**src/rtl/router_reg.sv**
```systemverilog
// router_reg: byte datapath stage between the router FSM and the destination FIFOs.
// Latency: every output is registered; a byte sampled on a clock edge appears on dout after that edge.
// Backpressure: when fifo_full is high in LOAD_DATA, the incoming byte is captured in a one-byte hold buffer and replayed in LOAD_AFTER_FULL.
//
// Ports:
//   clock, resetn       rising-edge clock, synchronous active-low reset
//   pkt_valid, data_in  source byte stream (header byte carries address in [1:0])
//   fifo_full           selected destination FIFO is full
//   detect_add, lfd_state, ld_state, laf_state, full_state, rst_int_reg
//                       one-hot state strobes from the router FSM
//   dout                byte presented to the destination FIFOs
//   parity_done         parity byte of the current packet has been consumed
//   low_pkt_valid       packet tail (pkt_valid low in LOAD_DATA) has been seen
//   err                 computed parity differs from the received parity byte
module router_reg #(
    parameter int DATA_WIDTH = 8
) (
    input  logic                  clock,
    input  logic                  resetn,
    input  logic                  pkt_valid,
    input  logic [DATA_WIDTH-1:0] data_in,
    input  logic                  fifo_full,
    input  logic                  detect_add,
    input  logic                  lfd_state,
    input  logic                  ld_state,
    input  logic                  laf_state,
    input  logic                  full_state,
    input  logic                  rst_int_reg,
    output logic [DATA_WIDTH-1:0] dout,
    output logic                  parity_done,
    output logic                  low_pkt_valid,
    output logic                  err
);

    logic [DATA_WIDTH-1:0] r_header_byte;
    logic [DATA_WIDTH-1:0] r_hold_byte;
    logic [DATA_WIDTH-1:0] r_internal_parity;
    logic [DATA_WIDTH-1:0] r_packet_parity;
    logic [DATA_WIDTH-1:0] r_dout;
    logic                  r_parity_done;
    logic                  r_low_pkt_valid;
    logic                  r_err;

    logic w_hdr_load;
    logic w_tail_seen;
    logic w_parity_set;

    // Address 3 does not exist on a 1x3 router, so such a header is never latched.
    assign w_hdr_load   = detect_add && pkt_valid && (data_in[1:0] != 2'b11);
    // The parity byte is the one presented with pkt_valid low while loading data.
    assign w_tail_seen  = ld_state && !pkt_valid;
    // Parity is complete either when the parity byte goes straight through, or
    // when it was stalled in the hold buffer and is replayed after the full state.
    assign w_parity_set = (ld_state && !fifo_full && !pkt_valid)
                       || (laf_state && r_low_pkt_valid && !r_parity_done);

    always_ff @(posedge clock) begin
        if (!resetn) begin
            r_header_byte <= '0;
        end else if (w_hdr_load) begin
            r_header_byte <= data_in;
        end
    end

    always_ff @(posedge clock) begin
        if (!resetn) begin
            r_hold_byte <= '0;
        end else if (ld_state && fifo_full) begin
            r_hold_byte <= data_in;
        end
    end

    always_ff @(posedge clock) begin
        if (!resetn) begin
            r_dout <= '0;
        end else if (lfd_state) begin
            r_dout <= r_header_byte;
        end else if (ld_state && !fifo_full) begin
            r_dout <= data_in;
        end else if (laf_state) begin
            r_dout <= r_hold_byte;
        end
    end

    // Payload bytes are accumulated when first sampled, stalled or not, so the
    // replay from the hold buffer must not be counted a second time.
    always_ff @(posedge clock) begin
        if (!resetn) begin
            r_internal_parity <= '0;
        end else if (detect_add) begin
            r_internal_parity <= '0;
        end else if (lfd_state) begin
            r_internal_parity <= r_internal_parity ^ r_header_byte;
        end else if (ld_state && pkt_valid && !full_state) begin
            r_internal_parity <= r_internal_parity ^ data_in;
        end
    end

    always_ff @(posedge clock) begin
        if (!resetn) begin
            r_packet_parity <= '0;
        end else if (detect_add) begin
            r_packet_parity <= '0;
        end else if (w_tail_seen) begin
            r_packet_parity <= data_in;
        end
    end

    // The tail set takes priority over the clear; the FSM never asserts both.
    always_ff @(posedge clock) begin
        if (!resetn) begin
            r_low_pkt_valid <= 1'b0;
        end else if (w_tail_seen) begin
            r_low_pkt_valid <= 1'b1;
        end else if (rst_int_reg) begin
            r_low_pkt_valid <= 1'b0;
        end
    end

    always_ff @(posedge clock) begin
        if (!resetn) begin
            r_parity_done <= 1'b0;
        end else if (detect_add) begin
            r_parity_done <= 1'b0;
        end else if (w_parity_set) begin
            r_parity_done <= 1'b1;
        end
    end

    // Compared one cycle after parity_done so both parity registers are final.
    always_ff @(posedge clock) begin
        if (!resetn) begin
            r_err <= 1'b0;
        end else if (detect_add) begin
            r_err <= 1'b0;
        end else if (r_parity_done) begin
            r_err <= (r_internal_parity != r_packet_parity);
        end
    end

    assign dout          = r_dout;
    assign parity_done   = r_parity_done;
    assign low_pkt_valid = r_low_pkt_valid;
    assign err           = r_err;

endmodule
```
**config.mk**
```make
export PLATFORM = sky130hd
export DESIGN_NAME = router_reg
export DESIGN_NICKNAME = d
export VERILOG_FILES = /design/src/rtl/router_reg.sv
export SDC_FILE = /design/constraint.sdc
export NUM_CORES = 1
export LEC_CHECK = 0
export ABC_AREA = 1
export ABC_CLOCK_PERIOD_IN_PS = 980
export CAP_MARGIN = 15
export CORE_UTILIZATION = 35
export CTS_BUF_LIST = sky130_fd_sc_hd__clkbuf_16
export CTS_CLUSTER_DIAMETER = 150
export DETAILED_ROUTE_END_ITERATION = 7
export GPL_TIMING_DRIVEN = 0
export HOLD_SLACK_MARGIN = 0.06
export SYNTH_ARGS = -nofsm -noshare
export SYNTH_HDL_FRONTEND = slang
export SYNTH_SLANG_ARGS = --single-unit
```
**constraint.sdc**
```tcl
create_clock -name clock -period 0.98 [get_ports clock]
set_input_delay 0.098 -clock clock [delete_from_list [all_inputs] [get_ports clock]]
set_output_delay 0.098 -clock clock [all_outputs]
set_load 0.1 [all_outputs]
```
==> flow_summary_export.csv, run 1 <==
group,metric,value,unit
worst_setup_path,critical-path-max-stage-delay,0.34,ns
sta,period_minus_slack,1.00,ns
sta,finalHoldViolCount,0,
placement,pre_cts_slack,-0.590,ns
die,dieArea,6150,um^2
placement,portBuffers,27,
sta,drv_slew,0,
worst_setup_path,reg2reg_slack,-0.02,ns
grt,grt_pass1_vias,1853,
power,clkPwrFrac,0.367,
worst_setup_path,crit_chain,"inv_2 > nand2_1 > nand2_1 > nor2_1 > nand3_1 > nor2_2 > nor2_1",
drt,post-route-drc-count,0,
yosys,synth_area,2040,um^2
grt,grt_max_degree,13,
worst_setup_path,rr_worst_depth,7,
yosys,yosysSeqAreaShare,0.421,
drt,vias,1865,
layout,finalNetCount,325,
min_path,hold_path.class,"in -> reg",
die,ioPinCount,29,
worst_setup_path,worstPathRequired,1.16,ns
min_path,hold_depth,3,
worst_setup_path,slowest_stage,"dfxtp_2",
yosys,syn_inst,267,
drt,drt-total-wl,5.08,mm
worst_setup_path,cpLargestDelayFamily,"simple AND/OR/NAND/NOR gates",
sta,fin_crit_sh,1.03,
drt,postRouteAntennaNets,0,
sta,worst_pin_slew,0.296,ns
sta,max-slew-margin-rel,0.803,
worst_setup_path,start_kind,"flip-flop",
die,die_y,78.4,um
power,swShare,0.299,
run_status,outcome,"finished, violations left",
clocking,clk_latency,0.28,ns
worst_setup_path,r2r-end,"err$_SDFFE_PP0P_",
die,rows,27,
run_status,violations,"setup timing",
layout,final_layout_size_suffix_gt1_frac,0.328,
placement,dpl_cell_area,2420,um^2
sta,rsz0062_at_grt,"true",
layout,n_antenna_cell,0,
grt,antenna_found_initial,0,
clocking,ctsHoldBuffers,0,
die,dieWidth,78.4,um
drt,via_per_inst,4.91,
yosys,synth.distinct_cells,22,
layout,area_growth_syn_to_layout,31.0,%
placement,numPlacedInstances,366,
clocking,clk_pin_slew_worst_paths,0.06,ns
clocking,htree_num_levels,2,
power,ir_drop,802,uV
yosys,syn_area_per_cell,7.65,um^2
power,p_switching,1.31,mW
die,coreArea,5570,um^2
yosys,synthesis.nets,285,
die,start_util,0.367,
clocking,cts.sink_count,43,
power,p_leak,1.18,nW
layout,finalCoreUtilization,0.480,
worst_setup_path,critPathBufInv,1,
clocking,cts_tree,"done",
worst_setup_path,r2r-start,"r_internal_parity[6]$_SDFFE_PP0P_",
sta,fmax,995,MHz
drt,wl_per_cell,13.4,um
worst_setup_path,worstPathArrival,1.18,ns
grt,grt_pass1_wl,8.56,mm
clocking,cts_root_buf,"clkbuf_16",
placement,dp_hpwl,3.72,mm
power,intPower,3.06,mW
worst_setup_path,critical_path_class,"reg -> reg",
sta,setup_tns,-0.0250,ns
clocking,clk_path_buf_depth,2,
power,power.density,1630,nW/um^2
sta,setup_violations,1,
worst_setup_path,critPathCaptureType,"flip-flop",
drt,drt_iter0_markers,79,
layout,final_cell_count_no_fill,380,
clocking,cts_buffers,5,
yosys,yosys_warnings,0,
power,combPwrFrac,0.196,
sta,whs,0.160,ns
drt,drt_first_pass_iters,4,
min_path,min_to,"dout[7]$_SDFFE_PN0P_",
grt,grt_util_all_layers,0.181,
layout,n_fill_cell,584,
flow_run,max-cap-violations,0,
worst_setup_path,cp_max_fo,2,
sta,fin_worst_skew,0.00349,ns
power,p_seq_frac,0.438,
grt,overflow,0,
placement,gp_congestion,0.772,
yosys,synth_seq_cells,43,
layout,final_area,2680,um^2
min_path,min_from,"resetn",
power,power.total,4.37,mW
sta,finalWorstSetupSlack,-0.0250,ns
-- how the worst max path moves through the flow --
| stage | end | cells past startpoint | slack (ns) | startpoint |
|---|---|---|---|---|
| after global placement | parity_done | 1 | -0.59 | parity_done$_SDFFE_PP0P_ |
| final | err$_SDFFE_PP0P_ | 7 | -0.02 | r_internal_parity[6]$_SDFFE_PP0P_ |
| after global routing | err$_SDFFE_PP0P_ | 7 | -0.07 | r_packet_parity[0]$_SDFFE_PP0P_ |
| after CTS | err$_SDFFE_PP0P_ | 7 | -0.02 | r_internal_parity[6]$_SDFFE_PP0P_ |
| after detailed placement | r_hold_byte[4]$_SDFFE_PN0P_ | 4 | -0.59 | resetn |
| after floorplan | err$_SDFFE_PP0P_ | 4 | -0.23 | parity_done$_SDFFE_PP0P_ |
-- cells in the mapped netlist --
library cell / instances / share of area
a21boi_0: 2 / 0.0073
a21oi_1: 32 / 0.078
a21oi_2: 11 / 0.047
buf_2: 3 / 0.0073
buf_6: 4 / 0.022
buf_8: 1 / 0.0073
clkbuf_1: 1 / 0.0018
dfxtp_1: 43 / 0.42
inv_1: 35 / 0.064
inv_2: 2 / 0.0037
nand2_1: 44 / 0.081
nand2_8: 1 / 0.0098
nand3_1: 10 / 0.024
nor2_1: 30 / 0.055
nor2_4: 2 / 0.011
nor2_8: 1 / 0.0098
nor3_4: 2 / 0.016
o21ai_0: 21 / 0.051
o21ai_1: 2 / 0.0049
o21ai_2: 10 / 0.043
o22ai_1: 8 / 0.024
xnor2_1: 2 / 0.0086
-- placed cells by master, fill, tap and decap left out, types with 2 or more instances in the layout --
cell type        count
buf_6               14
nor3_4               2
buf_4                3
nor2_4               3
nand2_2              2
nand2_1             42
o21ai_0             20
a21boi_0             2
xnor2_1              2
a21oi_1             30
clkbuf_2             3
nor2_1              25
nor2_2               5
buf_8                3
buf_2                3
dfxtp_2             19
clkbuf_16            5
dlymetal6s2s_1       2
a21oi_2             12
clkdlybuf4s50_1      7
o21ai_2             10
dlygate4sd2_1        5
nand3_1             10
inv_2               11
dfxtp_1             23
inv_1               28
o22ai_1              8
o21ai_1              3
-- power by group through the flow --
stage          registers (mW)  logic (mW)  clock network (mW)
2_1_floorplan            2.16       0.359                   0
3_3_place_gp             1.94       0.809                   0
3_5_place_dp             1.94       0.814                   0
4_1_cts                  1.91       0.848                1.62
5_1_grt                  1.92       0.921                1.68
6_report                 1.91       0.856                1.60
-- flip-flops by register name (all words and copies together), names as in the netlist --
signal	count
r_internal_parity	8
dout	8
r_header_byte	8
err	1
low_pkt_valid	1
parity_done	1
r_hold_byte	8
r_packet_parity	8
-- area by class of cell --
class,instances,area (um^2),area share
Clock buffer,5,125,0.0467
Clock inverter,3,12.5,0.00467
Timing Repair Buffer,32,334,0.125
Buffer,9,80.1,0.0299
Tap cell,72,90.1,0.0336
Sequential cell,43,888,0.332
Inverter,37,139,0.0519
Multi-Input combinational cell,179,1010,0.377
-- kinds of logic after synthesis --
group,share of synthesized area
AOI/OAI and AO/OA,0.257
DFF,0.421
and+or+nand+nor,0.207
xor gates and xnor gates,0.00857
buffers and inverters,0.107
-- repair_timing --
action	CTS	global route
buffers inserted	5	0
pin swaps	10	9
cloned	1	0
endpoints found under the setup margin	54	22
gates resized for setup	102	21
-- worst reg2reg max path: stages, from the launching register on --
cell and delay (ns):
dfxtp_2 0.34, inv_2 0.04, nand2_1 0.04, nand2_1 0.05, nor2_1 0.13, nand3_1 0.14
nor2_2 0.12, nor2_1 0.04
-- routing by layer --
metal | wire length [um] | GRT usage | part of all wire | vias to the layer above
li1 | - | - | - | 958
met1 | 2430 | 0.224 | 0.48 | 870
met2 | 2430 | 0.308 | 0.48 | 31
met3 | 149 | 0.0372 | 0.029 | 6
met4 | 72 | 0.0667 | 0.014 | 0
met5 | 0 | 0 | 0 | -
No activity file was read; power rests on OpenSTA's default activity.
==> inputs of run 2 (changes only) <==
--- a/config.mk
+++ b/config.mk
@@ -8,12 +8,13 @@
 export ABC_AREA = 1
 export ABC_CLOCK_PERIOD_IN_PS = 980
 export CAP_MARGIN = 15
-export CORE_UTILIZATION = 35
+export CORE_UTILIZATION = 45
 export CTS_BUF_LIST = sky130_fd_sc_hd__clkbuf_16
 export CTS_CLUSTER_DIAMETER = 150
 export DETAILED_ROUTE_END_ITERATION = 7
 export GPL_TIMING_DRIVEN = 0
 export HOLD_SLACK_MARGIN = 0.06
+export PLACE_DENSITY = 0.68
 export SYNTH_ARGS = -nofsm -noshare
 export SYNTH_HDL_FRONTEND = slang
 export SYNTH_SLANG_ARGS = --single-unit
==> flow_summary_export.csv, run 2 (synthesis gave the netlist of run 1 again) <==
group,metric,value,unit
run_status,outcome,"finished, violations left",
run_status,violations,"setup timing",
clocking,clk_latency,0.28,ns
placement,gp_congestion,0.785,
worst_setup_path,worstPathArrival,1.17,ns
die,die_y,69.4,um
die,dieWidth,69.4,um
drt,via_per_inst,5.15,
clocking,clk_pin_slew_worst_paths,0.06,ns
grt,grt_pass1_vias,1810,
sta,period_minus_slack,1.00,ns
power,power.density,1720,nW/um^2
worst_setup_path,cp_max_fo,2,
flow_run,max-cap-violations,0,
worst_setup_path,worstPathRequired,1.15,ns
sta,setup_violations,1,
layout,finalCoreUtilization,0.619,
worst_setup_path,critical_path_class,"reg -> reg",
drt,wl_per_cell,13.5,um
worst_setup_path,cpLargestDelayFamily,"simple AND/OR/NAND/NOR gates",
power,combPwrFrac,0.187,
sta,fin_crit_sh,1.02,
power,p_leak,1.20,nW
grt,overflow,0,
power,p_seq_frac,0.413,
grt,grt_max_degree,14,
power,p_switching,1.29,mW
power,clkPwrFrac,0.400,
sta,max-slew-margin-rel,0.828,
sta,fin_worst_skew,0.00759,ns
sta,rsz0062_at_grt,"true",
die,coreArea,4350,um^2
die,rows,24,
min_path,hold_path.class,"in -> reg",
worst_setup_path,critPathBufInv,1,
layout,final_common_cell,"nand2_1",
drt,vias,1869,
sta,finalHoldViolCount,0,
drt,drt_first_pass_iters,6,
clocking,ctsHoldBuffers,0,
clocking,cts_buffers,5,
drt,post-route-drc-count,0,
worst_setup_path,slowest_stage,"dfxtp_1",
clocking,cts_tree,"done",
grt,grt_pass1_wl,8.19,mm
layout,final_cell_mix,"nand2_1 (43), inv_1 (31), a21oi_1 (31), nor2_1 (25), dfxtp_1 (24)",
drt,drt-total-wl,4.89,mm
worst_setup_path,crit_chain,"inv_1 > nand2_1 > nand2_1 > nor2_1 > nand3_1 > nor2_1 > nor2_1",
placement,numPlacedInstances,346,
drt,postRouteAntennaNets,0,
worst_setup_path,critical-path-max-stage-delay,0.32,ns
sta,finalWorstSetupSlack,-0.0221,ns
power,intPower,3.33,mW
die,ioPinCount,29,
layout,finalNetCount,328,
worst_setup_path,critPathCaptureType,"flip-flop",
layout,n_antenna_cell,0,
layout,final_cell_count_no_fill,363,
power,power.total,4.62,mW
die,start_util,0.469,
sta,whs,0.170,ns
placement,portBuffers,27,
grt,grt_util_all_layers,0.215,
clocking,htree_num_levels,2,
placement,dp_hpwl,3.50,mm
worst_setup_path,start_kind,"flip-flop",
drt,drt_iter0_markers,77,
die,dieArea,4810,um^2
sta,worst_pin_slew,0.258,ns
layout,final_layout_size_suffix_gt1_frac,0.315,
layout,area_growth_syn_to_layout,31.8,%
clocking,cts.sink_count,43,
grt,antenna_found_initial,0,
placement,pre_cts_slack,-0.577,ns
power,ir_drop,1020,uV
clocking,cts_root_buf,"clkbuf_16",
clocking,clk_path_buf_depth,2,
power,swShare,0.280,
worst_setup_path,cpMostUsedCell,"nor2_1",
sta,fmax,998,MHz
sta,drv_slew,0,
[run 2: power by group through the flow]
stage	logic, mW	registers, mW	clock network, mW
2_1_floorplan	0.359	2.16	0
3_3_place_gp	0.807	1.93	0
3_5_place_dp	0.812	1.94	0
4_1_cts	0.858	1.91	1.87
5_1_grt	0.922	1.92	1.97
6_report	0.865	1.91	1.85
[run 2: timing repair]
item                                    CTS  global route
cloned                                    2             0
pin swaps                                10             2
resized for setup                       101            14
buffers inserted                          7             0
endpoints found under the setup margin   54            22
[run 2: final timing paths]
path	start	cells past startpoint	slack [ns]	endpoint
max	r_packet_parity[0]$_SDFFE_PP0P_	7	-0.02	err$_SDFFE_PP0P_
min	resetn	3	0.17	dout[7]$_SDFFE_PN0P_
max reg2reg	r_packet_parity[0]$_SDFFE_PP0P_	7	-0.02	err$_SDFFE_PP0P_
min reg2reg	r_packet_parity[3]$_SDFFE_PP0P_	2	0.46	r_packet_parity[3]$_SDFFE_PP0P_
[run 2: area by class of cell]
cell class              count  area [um^2]
plain buffers               9         82.6
inverters                  37          139
multi-input cells         179         1000
repair buffers             35          355
fillers                   411         1660
clock buffers               5          125
flip-flops and latches     43          887
well taps                  52         65.1
clock inverters             3         37.5
[run 2: metal layers]
layer	track usage	wire, um	up-vias
met5	0	0	-
met4	0.0771	84	0
met3	0.0480	158	10
met2	0.372	2410	38
met1	0.261	2240	853
li1	-	-	968
[run 2: worst reg2reg max path: stages (launching register included)]
cell and delay, ns:
dfxtp_1 0.32, inv_1 0.05, nand2_1 0.05, nand2_1 0.05, nor2_1 0.10, nand3_1 0.13, nor2_1 0.13, nor2_1 0.06
[run 2: stage by stage]
stage / setup TNS [ns] / cell area [um^2]
after floorplan: -0.231 / 2060
after global placement: -26.47 / 2390
after detailed placement: -26.42 / 2390
after CTS: -0.0155 / 2670
after global routing: -0.0982 / 2690
final: -0.0221 / 2690
==> inputs of run 3 (changes only) <==
--- a/config.mk
+++ b/config.mk
@@ -8,6 +8,7 @@
 export ABC_AREA = 1
 export ABC_CLOCK_PERIOD_IN_PS = 980
 export CAP_MARGIN = 15
+export CORE_MARGIN = 4
 export CORE_UTILIZATION = 45
 export CTS_BUF_LIST = sky130_fd_sc_hd__clkbuf_16
 export CTS_CLUSTER_DIAMETER = 150
@@ -15,6 +16,7 @@
 export GPL_TIMING_DRIVEN = 0
 export HOLD_SLACK_MARGIN = 0.06
 export PLACE_DENSITY = 0.68
+export SETUP_SLACK_MARGIN = 0.05
 export SYNTH_ARGS = -nofsm -noshare
 export SYNTH_HDL_FRONTEND = slang
 export SYNTH_SLANG_ARGS = --single-unit
==> flow_summary_export.csv, run 3 (synthesis gave the netlist of run 1 again) <==
group,metric,value,unit
run_status,outcome,"completed",
grt,grt_max_degree,15,
drt,postRouteAntennaNets,0,
sta,finalWorstSetupSlack,0.00961,ns
layout,final_common_cell,"nand2_1",
clocking,clk_latency,0.28,ns
drt,via_per_inst,5.19,
grt,grt_util_all_layers,0.192,
layout,n_fill_cell,365,
sta,whs,0.151,ns
clocking,htree_num_levels,2,
clocking,cts.sink_count,43,
worst_setup_path,cp_max_fo,2,
clocking,clk_path_buf_depth,2,
worst_setup_path,critical_path_class,"reg -> reg",
drt,vias,1931,
layout,n_antenna_cell,0,
die,start_util,0.466,
clocking,cts_buffers,5,
layout,finalCoreUtilization,0.667,
clocking,cts_root_buf,"clkbuf_16",
placement,numPlacedInstances,346,
placement,pre_cts_slack,-0.581,ns
die,dieArea,5680,um^2
sta,max-slew-margin-rel,0.817,
die,ioPinCount,29,
sta,setup_violations,0,
worst_setup_path,start_kind,"flip-flop",
sta,fin_crit_sh,0.990,
worst_setup_path,critPathCaptureType,"flip-flop",
die,die_y,75.4,um
worst_setup_path,worstPathRequired,1.15,ns
clocking,cts_tree,"done",
grt,antenna_found_initial,0,
clocking,clk_pin_slew_worst_paths,0.06,ns
layout,area_growth_syn_to_layout,43.2,%
power,p_leak,1.28,nW
placement,portBuffers,27,
sta,worst_pin_slew,0.275,ns
sta,period_minus_slack,0.970,ns
placement,dp_hpwl,3.54,mm
drt,drt_iter0_markers,113,
die,dieWidth,75.4,um
placement,gp_congestion,0.803,
layout,final_layout_size_suffix_gt1_frac,0.388,
die,coreArea,4380,um^2
layout,final_cell_count_no_fill,372,
grt,grt_pass1_vias,1819,
drt,drt_first_pass_iters,4,
grt,overflow,0,
flow_run,max-cap-violations,0,
layout,finalNetCount,337,
grt,grt_pass1_wl,8.33,mm
drt,wl_per_cell,13.6,um
die,rows,24,
drt,post-route-drc-count,0,
layout,final_cell_mix,"nand2_1 (41), a21oi_1 (28), nor2_1 (25), inv_1 (23), dfxtp_1 (23)",
min_path,hold_path.class,"in -> reg",
sta,drv_slew,0,
power,power.density,1600,nW/um^2
drt,drt-total-wl,5.04,mm
sta,finalHoldViolCount,0,
sta,fmax,1030,MHz
power,ir_drop,1050,uV
sta,rsz0062_at_grt,"true",
sta,fin_worst_skew,0.00526,ns
worst_setup_path,worstPathArrival,1.14,ns
[run 3: path summary, 6_finish.rpt]
| path | start | end | slack, ns | cells after the start |
|---|---|---|---|---|
| min reg2reg | r_packet_parity[4]$_SDFFE_PP0P_ | r_packet_parity[4]$_SDFFE_PP0P_ | 0.45 | 2 |
| min | data_in[2] | r_header_byte[2]$_SDFFE_PN0P_ | 0.15 | 3 |
| max | r_packet_parity[0]$_SDFFE_PP0P_ | err$_SDFFE_PP0P_ | 0.01 | 7 |
| max reg2reg | r_packet_parity[0]$_SDFFE_PP0P_ | err$_SDFFE_PP0P_ | 0.01 | 7 |
[run 3: area by class of cell]
type	instances	area [um^2]	share of cell area
Multi-Input combinational cell	179	1050	0.359
Sequential cell	43	911	0.311
Timing Repair Buffer	44	512	0.175
Clock buffer	6	150	0.0513
Inverter	37	139	0.0475
Buffer	9	85.1	0.0291
Tap cell	52	65.1	0.0222
Clock inverter	2	13.8	0.00470
[run 3: per-stage QoR]
step | TNS (ns) | instance area [um^2] | power [mW]
floorplan | -0.0379 | 2090 | 2.51
global placement | -26.53 | 2420 | 2.73
detailed placement | -26.69 | 2420 | 2.74
CTS | 0 | 2810 | 4.64
global route | -0.0707 | 2930 | 4.85
finish | 0 | 2930 | 4.67
[run 3: report_power, final]
group / switching, mW / internal (mW)
logic: 0.585 / 0.386
clock network: 0.686 / 1.10
registers: 0.0710 / 1.84
[run 3: worst max-delay path, stage by stage (launching register included)]
cell and delay [ns]:
dfxtp_2 0.33, inv_1 0.05, nand2_1 0.05, nand2_1 0.05, nor2_1 0.11, nand3_1 0.11
nor2_1 0.10, nor2_1 0.06
[run 3: timing repair]
item,in CTS,in global routing
gates cloned,2,0
setup buffers,9,7
pin swaps,14,8
gates resized for setup,135,24
setup endpoints to repair,54,34
hold buffers,0,0
[run 3: routing by layer]
| metal | GRT usage | routed length [um] |
|---|---|---|
| met5 | 0 | 0 |
| met4 | 0.0602 | 70 |
| met3 | 0.0462 | 235 |
| met2 | 0.314 | 2500 |
| met1 | 0.249 | 2240 |
